--- src/rtl/uart_prog_loader.sv ---
// UART boot-programming receiver: deserialises 8N1 bytes, packs them MSB-byte-first
// into 32-bit words and writes them to consecutive instruction-memory addresses.
module uart_prog_loader #(
    parameter int unsigned CLKS_PER_BIT = 87,
    parameter int unsigned ADDR_W       = 14,
    parameter int unsigned MAX_WORDS    = 16384,
    parameter logic [31:0] TERM_WORD    = 32'h00000FFF
) (
    input  logic              clk_i,
    input  logic              rst_i,
    input  logic              en_i,
    input  logic              rx_i,
    output logic              ready_o,
    output logic              mem_we_o,
    output logic [ADDR_W-1:0] mem_addr_o,
    output logic [31:0]       mem_wdata_o,
    output logic              done_o,
    output logic              frame_err_o,
    output logic              overflow_o
);

    localparam int unsigned HALF_BIT = CLKS_PER_BIT / 2;
    localparam int unsigned CNT_W    = $clog2(CLKS_PER_BIT + 1);
    localparam logic [ADDR_W:0] ADDR_LIMIT = (ADDR_W + 1)'(MAX_WORDS);

    typedef enum logic [2:0] {RX_IDLE, RX_START, RX_DATA, RX_STOP, RX_BREAK} rx_state_t;
    typedef enum logic [1:0] {LD_WAIT, LD_LOAD, LD_DONE} ld_state_t;

    rx_state_t        rx_state, rx_next;
    ld_state_t        ld_state, ld_next;
    logic             rx_meta, rx_sync;
    logic [CNT_W-1:0] clk_cnt;
    logic [2:0]       bit_cnt;
    logic [7:0]       rx_byte;
    logic             byte_valid;
    logic             half_tick, bit_tick;
    logic [1:0]       byte_idx;
    logic [31:0]      word_q;
    logic [31:0]      full_word;
    logic [ADDR_W:0]  addr_cnt;
    logic             word_done;

    always_ff @(posedge clk_i) begin
        if (rst_i) begin
            rx_meta <= 1'b1;
            rx_sync <= 1'b1;
        end else begin
            rx_meta <= rx_i;
            rx_sync <= rx_meta;
        end
    end

    assign half_tick = (clk_cnt == CNT_W'(HALF_BIT - 1));
    assign bit_tick  = (clk_cnt == CNT_W'(CLKS_PER_BIT - 1));

    always_ff @(posedge clk_i) begin
        if (rst_i) rx_state <= RX_IDLE;
        else       rx_state <= rx_next;
    end

    always_comb begin
        rx_next = rx_state;
        case (rx_state)
            RX_IDLE:  if (!rx_sync) rx_next = RX_START;
            RX_START: if (half_tick) rx_next = rx_sync ? RX_IDLE : RX_DATA;
            RX_DATA:  if (bit_tick && bit_cnt == 3'd7) rx_next = RX_STOP;
            RX_STOP:  if (bit_tick) rx_next = rx_sync ? RX_IDLE : RX_BREAK;
            RX_BREAK: if (rx_sync) rx_next = RX_IDLE;
            default:  rx_next = RX_IDLE;
        endcase
    end

    always_ff @(posedge clk_i) begin
        if (rst_i) begin
            clk_cnt     <= '0;
            bit_cnt     <= '0;
            rx_byte     <= '0;
            byte_valid  <= 1'b0;
            frame_err_o <= 1'b0;
        end else begin
            byte_valid  <= 1'b0;
            frame_err_o <= 1'b0;
            case (rx_state)
                RX_IDLE: begin
                    clk_cnt <= '0;
                    bit_cnt <= '0;
                end
                RX_START: clk_cnt <= half_tick ? '0 : clk_cnt + 1'b1;
                RX_DATA: begin
                    if (bit_tick) begin
                        clk_cnt <= '0;
                        rx_byte <= {rx_sync, rx_byte[7:1]};
                        bit_cnt <= bit_cnt + 1'b1;
                    end else begin
                        clk_cnt <= clk_cnt + 1'b1;
                    end
                end
                RX_STOP: begin
                    if (bit_tick) begin
                        clk_cnt <= '0;
                        if (rx_sync) byte_valid  <= 1'b1;
                        else         frame_err_o <= 1'b1;
                    end else begin
                        clk_cnt <= clk_cnt + 1'b1;
                    end
                end
                default: clk_cnt <= '0;
            endcase
        end
    end

    // The fourth byte is folded in combinationally so the write lands one cycle after it.
    assign full_word = {word_q[23:0], rx_byte};
    assign word_done = (ld_state == LD_LOAD) && en_i && byte_valid && (byte_idx == 2'd3);
    assign ready_o   = (ld_state == LD_LOAD);

    always_ff @(posedge clk_i) begin
        if (rst_i) ld_state <= LD_WAIT;
        else       ld_state <= ld_next;
    end

    always_comb begin
        ld_next = ld_state;
        case (ld_state)
            LD_WAIT: if (en_i) ld_next = LD_LOAD;
            LD_LOAD: begin
                if (!en_i)                                ld_next = LD_WAIT;
                else if (word_done && full_word == TERM_WORD) ld_next = LD_DONE;
            end
            LD_DONE: if (!en_i) ld_next = LD_WAIT;
            default: ld_next = LD_WAIT;
        endcase
    end

    always_ff @(posedge clk_i) begin
        if (rst_i) begin
            byte_idx    <= '0;
            word_q      <= '0;
            addr_cnt    <= '0;
            mem_we_o    <= 1'b0;
            mem_addr_o  <= '0;
            mem_wdata_o <= '0;
            done_o      <= 1'b0;
            overflow_o  <= 1'b0;
        end else begin
            mem_we_o <= 1'b0;
            if (ld_state != LD_WAIT && !en_i) begin
                byte_idx   <= '0;
                addr_cnt   <= '0;
                done_o     <= 1'b0;
                overflow_o <= 1'b0;
            end else if (ld_state == LD_LOAD && byte_valid) begin
                word_q   <= full_word;
                byte_idx <= byte_idx + 1'b1;
                if (word_done) begin
                    if (full_word == TERM_WORD) begin
                        done_o <= 1'b1;
                    end else if (addr_cnt < ADDR_LIMIT) begin
                        mem_we_o    <= 1'b1;
                        mem_addr_o  <= addr_cnt[ADDR_W-1:0];
                        mem_wdata_o <= full_word;
                        addr_cnt    <= addr_cnt + 1'b1;
                    end else begin
                        overflow_o <= 1'b1;
                    end
                end
            end
        end
    end

endmodule
--- config.mk ---
export PLATFORM = sky130hd
export DESIGN_NAME = uart_prog_loader
export DESIGN_NICKNAME = d
export VERILOG_FILES = /design/src/rtl/uart_prog_loader.sv
export SDC_FILE = /design/constraint.sdc
export NUM_CORES = 1
export LEC_CHECK = 0
export CAP_MARGIN = 20
export CORE_MARGIN = 10
export CORE_UTILIZATION = 50
export DETAILED_ROUTE_END_ITERATION = 10
export GPL_ROUTABILITY_DRIVEN = 0
export PLACE_DENSITY = 0.74
export SETUP_SLACK_MARGIN = 0.05
export SLEW_MARGIN = 20
export SYNTH_ARGS = -nofsm -noshare
export SYNTH_HDL_FRONTEND = slang
export SYNTH_SLANG_ARGS = --single-unit
--- constraint.sdc ---
create_clock -name clk_i -period 2.1 [get_ports clk_i]
set_input_delay 0.42 -clock clk_i [delete_from_list [all_inputs] [get_ports clk_i]]
set_output_delay 0.42 -clock clk_i [all_outputs]
set_load 0.02 [all_outputs]
== Word-level counts from Yosys, hierarchy flattened ==
Index checks and enable logic that the tools add are counted.

* Mux-type cells: 21
* Reductions and logical operators: 25
* Bitwise logic cells: 7
* $add $sub $neg: 4
* Equality and inequality tests: 20
* Magnitude comparators: 1

{| class="wikitable"
|+ Operators by type and width
! cell !! count
|-
| $eq 32x12->1 const B || 1
|-
| $mux 3 || 7
|-
| $ne 2x2->1 const B || 8
|-
| $add 15x1->15 const B || 1
|-
| $lt 15x15->1 const B || 1
|-
| $pmux 3 s5 || 1
|-
| $mux 7 || 2
|-
| $pmux 7 s2 || 1
|-
| $mux 2 || 5
|-
| $reduce_and 5->1 || 2
|-
| $reduce_and 4->1 || 2
|-
| $add 7x1->7 const B || 1
|-
| $eq 7x6->1 const B || 1
|-
| $eq 7x7->1 const B || 1
|-
| $logic_and 1x1->1 || 7
|-
| $not 1->1 || 7
|-
| $eq 3x2->1 const B || 2
|-
| $eq 3x3->1 const B || 2
|-
| $pmux 2 s3 || 1
|-
| $pmux 3 s2 || 1
|-
| $reduce_and 2->1 || 3
|-
| $reduce_and 3->1 || 2
|-
| $reduce_or 5->1 || 1
|-
| $eq 2x2->1 const B || 2
|-
| other kinds (12) || 16
|}

* Input bits: 4
* Register bits: 117
* Output and inout bits: 51

== Logic depth before layout (Yosys ltp) ==
* Depth in word-level cells: 8
* Gate-level depth with buffers: 9
* Mapped depth without buffers: 7

== Worst setup path before layout ==
OpenSTA, ideal clock, no wires.

* Path kind: register to register
* Start: register clk_cnt[0]
* End: register rx_byte[0]
* Stages on the path, launching flop included: 10
* Slack: 283 ps
* Arrival time: 1689 ps
* Required time: 1972 ps
* Buffers on the path: 2
* Setup time: 128 ps
* Path through: dfxtp_1 inv_1 ha_1 nand4b_1 nor3b_2 and3_1 clkbuf_1 buf_4 mux2i_1 nor2_1

* Cells in the longest elaborated chain, start to end: 2

{| class="wikitable"
|+ Ends and longest elaborated chain
! item !! line !! text
|-
| from (decl) || 32 || <nowiki>logic [CNT_W-1:0] clk_cnt;</nowiki>
|-
| from (signal assigned) || 88 || <nowiki>RX_START: clk_cnt <= half_tick ? '0 : clk_cnt + 1'b1;</nowiki>
|-
| from (signal assigned) || 95 || <nowiki>clk_cnt <= clk_cnt + 1'b1;</nowiki>
|-
| from (signal assigned) || 104 || <nowiki>clk_cnt <= clk_cnt + 1'b1;</nowiki>
|-
| $eq 7x7->1 || 54 || <nowiki>assign bit_tick = (clk_cnt == CNT_W'(CLKS_PER_BIT - 1));</nowiki>
|-
| $reduce_and 2->1 (no line) || -- ||
|-
| to (signal assigned) || 92 || <nowiki>rx_byte <= {rx_sync, rx_byte[7:1]};</nowiki>
|-
| to (decl) || 34 || <nowiki>logic [7:0] rx_byte;</nowiki>
|}

No other way between the ends.
A chain may end at the register's enable or synchronous reset.

== Worst setup path in the final report ==
* Start: register word_q[5]
* End: register addr_cnt[10]

* Cells in the longest elaborated chain, start to end: 3

{| class="wikitable"
|+ Ends and longest elaborated chain
! item !! line !! text
|-
| from (decl) || 38 || <nowiki>logic [31:0] word_q;</nowiki>
|-
| from (signal assigned) || 153 || <nowiki>word_q <= full_word;</nowiki>
|-
| $eq 32x12->1 || 156 || <nowiki>if (full_word == TERM_WORD) begin</nowiki>
|-
| $not 1->1 (no line) || -- ||
|-
| $reduce_and 4->1 (no line) || -- ||
|-
| to (signal assigned) || 162 || <nowiki>addr_cnt <= addr_cnt + 1'b1;</nowiki>
|-
| to (decl) || 40 || <nowiki>logic [ADDR_W:0] addr_cnt;</nowiki>
|}

No other way between the ends.

==> summary.md <==
• count of cell types in the netlist: 46
• cell types with the highest counts after synthesis: 117 x dfxtp_1, 84 x nor2_1, 68 x nand2_1
• total count of hold-check failures in the final report: 0
• unrepaired setup endpoints after global routing: true
• path class of the lowest-slack min-delay path: in -> reg
• total routing resource utilization after global routing: 15.2%
• Arrival @ worst endpoint: 2.40 ns
• number of global-route vias before repair: 3,531
• part of the cycle the worst path needs: 92.7%
• diode insertion count for antenna repair: 0
• buffers plus inverters on the worst setup path: 2
• Crit. End Element: flip-flop
• sequential fraction of the synthesis area: 51.6%
• effective utilization at floorplan: 51.8%
• Wirelength per Cell: 14.6 um
• count of mapped cells out of synthesis: 491
• post-detailed-route count of antenna-violating nets: 0
• CTS tree: built
• clock-pin slew reported for the worst setup and hold paths after clock tree synthesis: 0.06 ns
• most frequent cell after synthesis: dfxtp_1
• floorplan die area: 0.0133 mm^2
• number of warnings reported in the yosys synthesis log: 0
• layout overhead on the synthesized area: 30.6%
• number of antenna violations at the first check in global routing: 0
• data required time at the worst endpoint: 2.55 ns
• number of enable flip-flop cells after synthesis: 0
• maximum number of pins on one net before global-route repair: 46
• Max H-tree Level: 4
• kind of cell adding the most delay to the critical path: simple AND/OR/NAND/NOR gates
• fin crit period: 1.95 ns
• later-pin clock latency in the skew report: 0.52 ns
• first-pass GRT wire length: 16.5 mm
• top area cells in the synthesized netlist: dfxtp_1 52%, mux2i_1 12%, nor2_1 6.9%, nand2_1 5.6%, a21oi_1 3.9%
• cts-stage hold buffer count: 0
• critical path's slowest cell: or4_4
• most used flip-flop cell after synthesis: dfxtp_1
• number of buffers inserted to repair setup after CTS: 0
• initial DRC count: 220
• overall via count from detail_route: 3,620
• hpwl dp: 6.81 mm
• power density over the cells: 897 mW/mm^2
• clock sink total: 117
• maximum fanout along the worst path: 8
• setup TNS: 0 ns
• maximum buffer depth of the clock tree: 2
• run status: complete, no violations
• aggregate global routing overflow: 0
• cell with the most instances on the worst path: buf_4
• number of nets produced by synthesis: 501
• DRC Markers: 0
• Max IR drop VDD: 0.000667 V
• Worst-Margin Slew: 0.478 ns
• Worst setup SP type: flip-flop
• height of the chip: 115 um
• register bit total from synthesis: 117
• Mapped Avg Cell Area: 9.25 um^2
• highest clock frequency the design can meet: 0.514 GHz
• number of I/O port buffers: 54
• core region area: 0.00876 mm^2
• number of nets in the layout: 569
• Synth async-reset ratio: 0%
• CTS Root Buffer Type: clkbuf_8
• leak pwr: 2.03 nW
• proportion of layout cells with a drive suffix above 1: 10.7%
• stage delay of the slowest cell on the critical path: 0.60 ns
• least setup slack across all paths after layout: 0.154 ns
• max-cap viol count: 0
• First-pass DRT Iterations: 4
• Max Slew Vio Count: 0
• Syn Std Cell Area: 0.00454 mm^2
• crit path cell chain: nand4bb_1, or4_4, o2111ai_4, buf_4, buf_4, o21ai_1, a21oi_1
• share of the synthesized area in the top cell type: 51.6%
• vias per cell: 5.32
• post-place setup slack: -0.247 ns
• Slew HR: 67.8%
• worst setup skew after layout: 0.00828 ns
• row count: 34
• largest area contributor in the synthesized netlist: dfxtp_1
• Final Routed Wirelength: 9.94 mm
• cts bufs inserted: 17
• Worst Setup Path Type: reg -> reg
• x dimension of the die: 115 um
• total of endpoints with negative setup slack in the final report: 0
• cells resized by post-CTS repair: 1
• Top Ports: 55
## placed cells by master, fill, tap and decap left out, types with 7 or more instances in the layout
cell	instances
dfxtp_1	117
nor2_1	83
nand2_1	68
mux2i_1	56
clkdlybuf4s50_1	52
a21oi_1	35
buf_4	19
clkbuf_16	16
nand3_1	11
inv_1	7
nor4_1	7
## layout make-up
cell class | count | area, um^2
Multi-Input combinational cell | 340 | 2070
Sequential cell | 117 | 2340
Clock buffer | 22 | 443
Clock inverter | 10 | 178
Fill cell | 698 | 2830
Timing Repair Buffer | 76 | 737
Tap cell | 108 | 135
Inverter | 7 | 26.3
## flip-flops by register name, indices dropped and copies added, names as in the netlist, 3 cells and up
register	flops
word_q	24
mem_wdata_o	32
rx_state	3
addr_cnt	15
clk_cnt	7
rx_byte	8
mem_addr_o	14
bit_cnt	3
## where the power goes
group          leakage [nW]  internal, W  switching (W)
logic                 0.780    0.0000207      0.0000487
registers             0.943      0.00223     0.00000525
clock network         0.303      0.00207       0.000952
total                  2.03      0.00431        0.00101
## per-layer routing
layer	GRT usage [%]	wire length [um]	vias to the layer above
met5	0	0	-
met4	6.19	151	0
met3	5.00	579	18
met2	24.2	4680	87
met1	18.5	4530	1701
li1	-	-	1814
## kinds of logic (layout without fill, tap and decap cells)
family / Yosys count / count (layout) / synth area share [%]
AOI/OAI and AO/OA: 56 / 56 / 7.41
DFF: 117 / 117 / 51.6
buffers and inverters: 34 / 115 / 3.36
muxes: 58 / 58 / 13.1
and+or+nand+nor: 210 / 210 / 21.0
xor gates and xnor gates: 10 / 10 / 1.93
adders and majority gates: 6 / 6 / 1.65
## final timing paths
kind                                start              to  slack (ns)  cells after the start
worst max-delay path            word_q[5]    addr_cnt[10]        0.15                      7
worst min-delay path                rst_i  mem_addr_o[10]        0.31                      2
worst max register to register  word_q[5]    addr_cnt[10]        0.15                      7
worst min register to register    rx_meta         rx_sync        0.41                      1
## metrics by stage
stage	instance area (um^2)	util [%]	hold slack [ns]	power [W]	instances
floorplan	4540	-	0.389	0.00232	491
global placement	5300	60.4	0.393	0.00235	648
detailed placement	5300	60.4	0.398	0.00235	648
CTS	5920	67.5	0.309	0.00535	680
global route	5930	67.7	0.345	0.00546	680
finish	5930	67.7	0.315	0.00532	680
Power figures use the tool's default switching activity.
